## src/rtl/alu_arbiter.sv

```systemverilog
// alu_arbiter: shares one combinational ALU between two requesters.
//
// Round-robin arbitration between req0 (main datapath) and req1 (auxiliary
// unit). The winner's operands are registered onto alu_rs/alu_rt/alu_ctrl,
// the ALU settles for one cycle, and result/zero are captured and returned
// to the granted requester over a valid/ready handshake.
//
// State table
//   state | meaning
//   IDLE  | arbitrating; reqN_ready offered to the selected requester
//   EXEC  | ALU settling on registered operands; capture at end of cycle
//   RESP  | rsp{grant}_valid held until the requester takes the result
//
// Ports
//   clk, reset                      clock, synchronous active-high reset
//   reqN_valid/ready/rs/rt/ctrl     request side, requester N (N = 0, 1)
//   rspN_valid/ready/result/zero    response side, requester N
//   alu_rs/alu_rt/alu_ctrl          registered operands to the ALU
//   alu_result/alu_zero             combinational ALU outputs
//   busy                            high in EXEC or RESP
module alu_arbiter #(
    parameter int WIDTH  = 32,
    parameter int CTRL_W = 4
) (
    input  logic              clk,
    input  logic              reset,
    input  logic              req0_valid,
    output logic              req0_ready,
    input  logic [WIDTH-1:0]  req0_rs,
    input  logic [WIDTH-1:0]  req0_rt,
    input  logic [CTRL_W-1:0] req0_ctrl,
    output logic              rsp0_valid,
    input  logic              rsp0_ready,
    output logic [WIDTH-1:0]  rsp0_result,
    output logic              rsp0_zero,
    input  logic              req1_valid,
    output logic              req1_ready,
    input  logic [WIDTH-1:0]  req1_rs,
    input  logic [WIDTH-1:0]  req1_rt,
    input  logic [CTRL_W-1:0] req1_ctrl,
    output logic              rsp1_valid,
    input  logic              rsp1_ready,
    output logic [WIDTH-1:0]  rsp1_result,
    output logic              rsp1_zero,
    output logic [WIDTH-1:0]  alu_rs,
    output logic [WIDTH-1:0]  alu_rt,
    output logic [CTRL_W-1:0] alu_ctrl,
    input  logic [WIDTH-1:0]  alu_result,
    input  logic              alu_zero,
    output logic              busy
);

    localparam logic [1:0] ST_IDLE = 2'd0;
    localparam logic [1:0] ST_EXEC = 2'd1;
    localparam logic [1:0] ST_RESP = 2'd2;

    logic [1:0]        state_q,       state_d;
    logic              last_grant_q,  last_grant_d;
    logic              grant_id_q,    grant_id_d;
    logic [WIDTH-1:0]  alu_rs_q,      alu_rs_d;
    logic [WIDTH-1:0]  alu_rt_q,      alu_rt_d;
    logic [CTRL_W-1:0] alu_ctrl_q,    alu_ctrl_d;
    logic              rsp0_valid_q,  rsp0_valid_d;
    logic [WIDTH-1:0]  rsp0_result_q, rsp0_result_d;
    logic              rsp0_zero_q,   rsp0_zero_d;
    logic              rsp1_valid_q,  rsp1_valid_d;
    logic [WIDTH-1:0]  rsp1_result_q, rsp1_result_d;
    logic              rsp1_zero_q,   rsp1_zero_d;

    logic sel0;
    logic sel1;

    // On contention the requester that was not served last wins.
    assign sel0 = req0_valid && (!req1_valid || last_grant_q);
    assign sel1 = req1_valid && (!req0_valid || !last_grant_q);

    assign req0_ready = (state_q == ST_IDLE) && sel0;
    assign req1_ready = (state_q == ST_IDLE) && sel1;

    always_comb begin
        state_d       = state_q;
        last_grant_d  = last_grant_q;
        grant_id_d    = grant_id_q;
        alu_rs_d      = alu_rs_q;
        alu_rt_d      = alu_rt_q;
        alu_ctrl_d    = alu_ctrl_q;
        rsp0_valid_d  = rsp0_valid_q;
        rsp0_result_d = rsp0_result_q;
        rsp0_zero_d   = rsp0_zero_q;
        rsp1_valid_d  = rsp1_valid_q;
        rsp1_result_d = rsp1_result_q;
        rsp1_zero_d   = rsp1_zero_q;

        case (state_q)
            ST_IDLE: begin
                if (sel0) begin
                    alu_rs_d   = req0_rs;
                    alu_rt_d   = req0_rt;
                    alu_ctrl_d = req0_ctrl;
                    grant_id_d = 1'b0;
                    state_d    = ST_EXEC;
                end else if (sel1) begin
                    alu_rs_d   = req1_rs;
                    alu_rt_d   = req1_rt;
                    alu_ctrl_d = req1_ctrl;
                    grant_id_d = 1'b1;
                    state_d    = ST_EXEC;
                end
            end
            ST_EXEC: begin
                if (!grant_id_q) begin
                    rsp0_valid_d  = 1'b1;
                    rsp0_result_d = alu_result;
                    rsp0_zero_d   = alu_zero;
                end else begin
                    rsp1_valid_d  = 1'b1;
                    rsp1_result_d = alu_result;
                    rsp1_zero_d   = alu_zero;
                end
                state_d = ST_RESP;
            end
            ST_RESP: begin
                if (!grant_id_q && rsp0_ready) begin
                    rsp0_valid_d = 1'b0;
                    last_grant_d = 1'b0;
                    state_d      = ST_IDLE;
                end else if (grant_id_q && rsp1_ready) begin
                    rsp1_valid_d = 1'b0;
                    last_grant_d = 1'b1;
                    state_d      = ST_IDLE;
                end
            end
            default: state_d = ST_IDLE;
        endcase
    end

    always_ff @(posedge clk) begin
        if (reset) begin
            state_q       <= ST_IDLE;
            last_grant_q  <= 1'b1;
            grant_id_q    <= 1'b0;
            alu_rs_q      <= '0;
            alu_rt_q      <= '0;
            alu_ctrl_q    <= '0;
            rsp0_valid_q  <= 1'b0;
            rsp0_result_q <= '0;
            rsp0_zero_q   <= 1'b0;
            rsp1_valid_q  <= 1'b0;
            rsp1_result_q <= '0;
            rsp1_zero_q   <= 1'b0;
        end else begin
            state_q       <= state_d;
            last_grant_q  <= last_grant_d;
            grant_id_q    <= grant_id_d;
            alu_rs_q      <= alu_rs_d;
            alu_rt_q      <= alu_rt_d;
            alu_ctrl_q    <= alu_ctrl_d;
            rsp0_valid_q  <= rsp0_valid_d;
            rsp0_result_q <= rsp0_result_d;
            rsp0_zero_q   <= rsp0_zero_d;
            rsp1_valid_q  <= rsp1_valid_d;
            rsp1_result_q <= rsp1_result_d;
            rsp1_zero_q   <= rsp1_zero_d;
        end
    end

    assign alu_rs      = alu_rs_q;
    assign alu_rt      = alu_rt_q;
    assign alu_ctrl    = alu_ctrl_q;
    assign rsp0_valid  = rsp0_valid_q;
    assign rsp0_result = rsp0_result_q;
    assign rsp0_zero   = rsp0_zero_q;
    assign rsp1_valid  = rsp1_valid_q;
    assign rsp1_result = rsp1_result_q;
    assign rsp1_zero   = rsp1_zero_q;
    assign busy        = (state_q != ST_IDLE);

endmodule

```

## config.mk

```make
export PLATFORM = sky130hd
export DESIGN_NAME = alu_arbiter
export DESIGN_NICKNAME = d
export VERILOG_FILES = /design/src/rtl/alu_arbiter.sv
export SDC_FILE = /design/constraint.sdc
export NUM_CORES = 1
export LEC_CHECK = 0
export BUFFER_PORTS_ARGS = -buffer_cell sky130_fd_sc_hd__buf_2
export CORE_UTILIZATION = 40
export DETAILED_ROUTE_END_ITERATION = 10
export PLACE_DENSITY = 0.72
export SYNTH_ARGS = -nofsm -noshare
export SYNTH_HDL_FRONTEND = slang
export SYNTH_SLANG_ARGS = --single-unit
```

## constraint.sdc

```tcl
create_clock -name clk -period 2.8 [get_ports clk]
set_input_delay 0.42 -clock clk [delete_from_list [all_inputs] [get_ports clk]]
set_output_delay 0.42 -clock clk [all_outputs]
set_load 0.02 [all_outputs]
```

==> impl_results.md <==
- Setup WS pre-CTS: 0.690 ns
- Fillers: between 1k and 1.5k
- FF-to-FF End: alu_rs[16]$_SDFFE_PP0P_
- Clock insertion delay at the later pin of the skew report: 0.42 ns
- Cell with the most instances after synthesis: dfxtp_1
- WP buf/inv: 1
- CTS clock-pin slew for the worst setup and hold paths: 0.06 ns
- Hold_buf cts: 0
- Start of the worst register-to-register path: last_grant_q$_SDFFE_PP1P_
- Post-layout util: 0.553
- CTS sink count: 140
- Reg area: roughly 0.0028 mm^2
- # H-tree levels: 4
- Gr ovfl total: 0
- Critical Path Max Stage Delay: 0.51 ns
- Status: completed
- Req. time, crit path: ~2.4 ns
- Clock root buffer: clkbuf_16
- Post-DR vias/cell: 5.42
- Port Buffers: roughly 310
- PostCTS Resize Cnt: 0
- CP endpoint kind: primary output
- Die Y: 124 um
- WP depth: 3
- Leakage: 3.57 nW
- Share of layout cells above drive strength 1: 0.396
- Die footprint: 0.0155 mm^2
- Tmin final: roughly 2.3 ns
- Critical Path Start Type: flop
- Worst-margin pin slew: approximately 1.1 ns
- Yosys reg bits: 140
- Max_slew headroom: 0.274
- Maximum VDD drop: 0.354 mV
- Pwr Density: 684 mW/mm^2
- Number of synthesized flops with an enable pin: 0
- Top cells by area, synth: dfxtp_1 (47%), a21oi_1 (12%), a311oi_1 (9.9%)
- Core Footprint: 0.0146 mm^2
- Setup violators final: 0
- Max FO, Critical Path: 48
- TNS Setup: 0 ns
- Syn Inst Count: 729
- Initial DRC Count: 503
- WP data arrival: 1.90 ns
- Post-synth ARST share: 0
- Max-cap violations: 0
- Clk_skew: 0.00801 ns
- Synth area leader: dfxtp_1
- Warnings from Yosys: 0
- Most frequent cells after synthesis: dfxtp_1 (140), a21oi_1 (138), nand2_1 (104), a311oi_1 (68), nand3_1 (68)
- Period utilization: 0.829
- Crit path to: req0_ready
- Mapped Area: around 0.0060 mm^2
- Yosys top cell area share: 0.467
- Slew Limit Fails: 0
- Antenna Nets Post-Route: 0
- Antenna violations before repair: 1
- Synth cell types: 32
- RSZ-0062 raised after global routing: no
- Post-Syn Nets: 904
- Final wirelength: 19.1 mm
- Setup Fix Bufs, Post-CTS: 0
- GR Util All Layers: 0.245
- Setup ws final: 0.479 ns
- Starting Density: 0.411
- Reg2reg path depth: 4
- Die width: between 100 and 150 um
- First-pass GRT wire length: 31.0 mm
- Ys flop type: dfxtp_1
- CTS Buffer Depth: 2
- DP Wirelength: 12.7 mm
- Crit-path cells: and2b_2 > nor3_1 > buf_2
- Hold Fails Final Rpt: 0
- CP delay by family, top: simple AND/OR/NAND/NOR gates
- Multi-input logic area: roughly 0.0027 mm^2
- Worst min path class: in -> reg
- Residual DRC: 0
- R2r setup slk: 0.83 ns
- Cell Rows: 44
- I/O Pins: between 300 and 400
- Worst Path Class, Setup: reg -> out
- Pre-Repair DR Iteration Count: 5
- Maximum number of pins on one net before global-route repair: 69
- Worst Setup SP: last_grant_q$_SDFFE_PP1P_
- Vias: between 6k and 7k
- Register area share after synthesis: 0.467
- Via count of the first global-routing pass: 6001
- Area growth, synth to finish: 34.7%
- Nets: 1165
- Worst path slowest cell: and2b_2
- Post-synthesis average cell area: 8.22 um^2
- Gp weighted congestion: between 0.8 and 0.9
- TritonCTS clock tree: built
- Drt wl/cell: 16.1 um
- F_max: 0.431 GHz
- Num CTS Buffers: 17
## metrics by stage
stage	cells	instance area, um^2	power [mW]	hold slack (ns)
after floorplan	729	6000	3.01	0.510
final	1188	8070	5.52	0.248
after global placement	1155	7500	3.39	0.438
after global routing	1188	8070	5.78	0.235
after detailed placement	1155	7500	3.41	0.444
after CTS	1187	8070	5.57	0.228
## placed cells by master (no fill, tap or decap), drive strengths merged, types with 2 or more instances in the layout
| cell type | count |
|---|---|
| nand2 | 134 |
| o21ai | 68 |
| inv | 9 |
| a21oi | 138 |
| clkinv | 5 |
| nand3 | 68 |
| nor2b | 2 |
| nor3 | 2 |
| a211oi | 3 |
| nor2 | 4 |
| nand3b | 2 |
| dfxtp | 140 |
| buf | 327 |
| a311oi | 68 |
| clkbuf | 18 |
| clkinvlp | 3 |
## cell type report
class,instances,area share
Multi-Input combinational cell,500,0.338
Clock buffer,18,0.0532
Inverter,4,0.00186
Clock inverter,14,0.0170
Timing Repair Buffer,327,0.214
Sequential cell,140,0.347
Tap cell,184,0.0285
Antenna cell,1,0.000310
## layer usage
layer,vias to the layer above,track usage,share of wire
met5,-,0,0
met4,0,0.0957,0.019
met3,28,0.0730,0.085
met2,294,0.401,0.49
met1,2970,0.301,0.41
li1,3150,-,-
## sequential cells by signal (all words and copies together), names as in the netlist
register,flops
rsp1_zero,1
grant_id_q,1
alu_rs,32
alu_ctrl,4
rsp0_result,32
rsp1_valid,1
rsp1_result,32
alu_rt,32
last_grant_q,1
rsp0_valid,1
rsp0_zero,1
state_q,2
## worst min path at each step
stage | start | end | slack (ns) | cells after the start
after CTS | alu_result[15] | rsp0_result[15]$_SDFFE_PP0P_ | 0.23 | 3
after global placement | rsp1_result[10]$_SDFFE_PP0P_ | rsp1_result[10]$_SDFFE_PP0P_ | 0.44 | 2
final | alu_result[15] | rsp0_result[15]$_SDFFE_PP0P_ | 0.25 | 3
after floorplan | last_grant_q$_SDFFE_PP1P_ | last_grant_q$_SDFFE_PP1P_ | 0.51 | 2
after detailed placement | rsp1_zero$_SDFFE_PP0P_ | rsp1_zero$_SDFFE_PP0P_ | 0.44 | 2
after global routing | alu_result[15] | rsp0_result[15]$_SDFFE_PP0P_ | 0.23 | 3
## power by group
part / total, mW / switching (mW) / internal, mW
Clock: 2.16 / 0.916 / 1.24
Combinational: 1.10 / 0.701 / 0.400
Sequential: 2.26 / 0.0974 / 2.16
Total: 5.52 / 1.71 / 3.81
## worst register-to-register path, cell delays in order, from the launching register on
cell	delay (ns)
dfxtp_1	0.35
and2b_2	0.75
buf_4	0.37
o21ai_0	0.11
a311oi_1	0.31
## logic make-up after synthesis
| family | share of synthesized area |
|---|---|
| AND/OR/NAND/NOR | 0.173 |
| AO/OA/AOI/OAI | 0.279 |
| multiplexers | 0.00167 |
| buffers and inverters | 0.0791 |
| flip-flops | 0.467 |
Note: power is estimated with default switching activity, not from simulation.
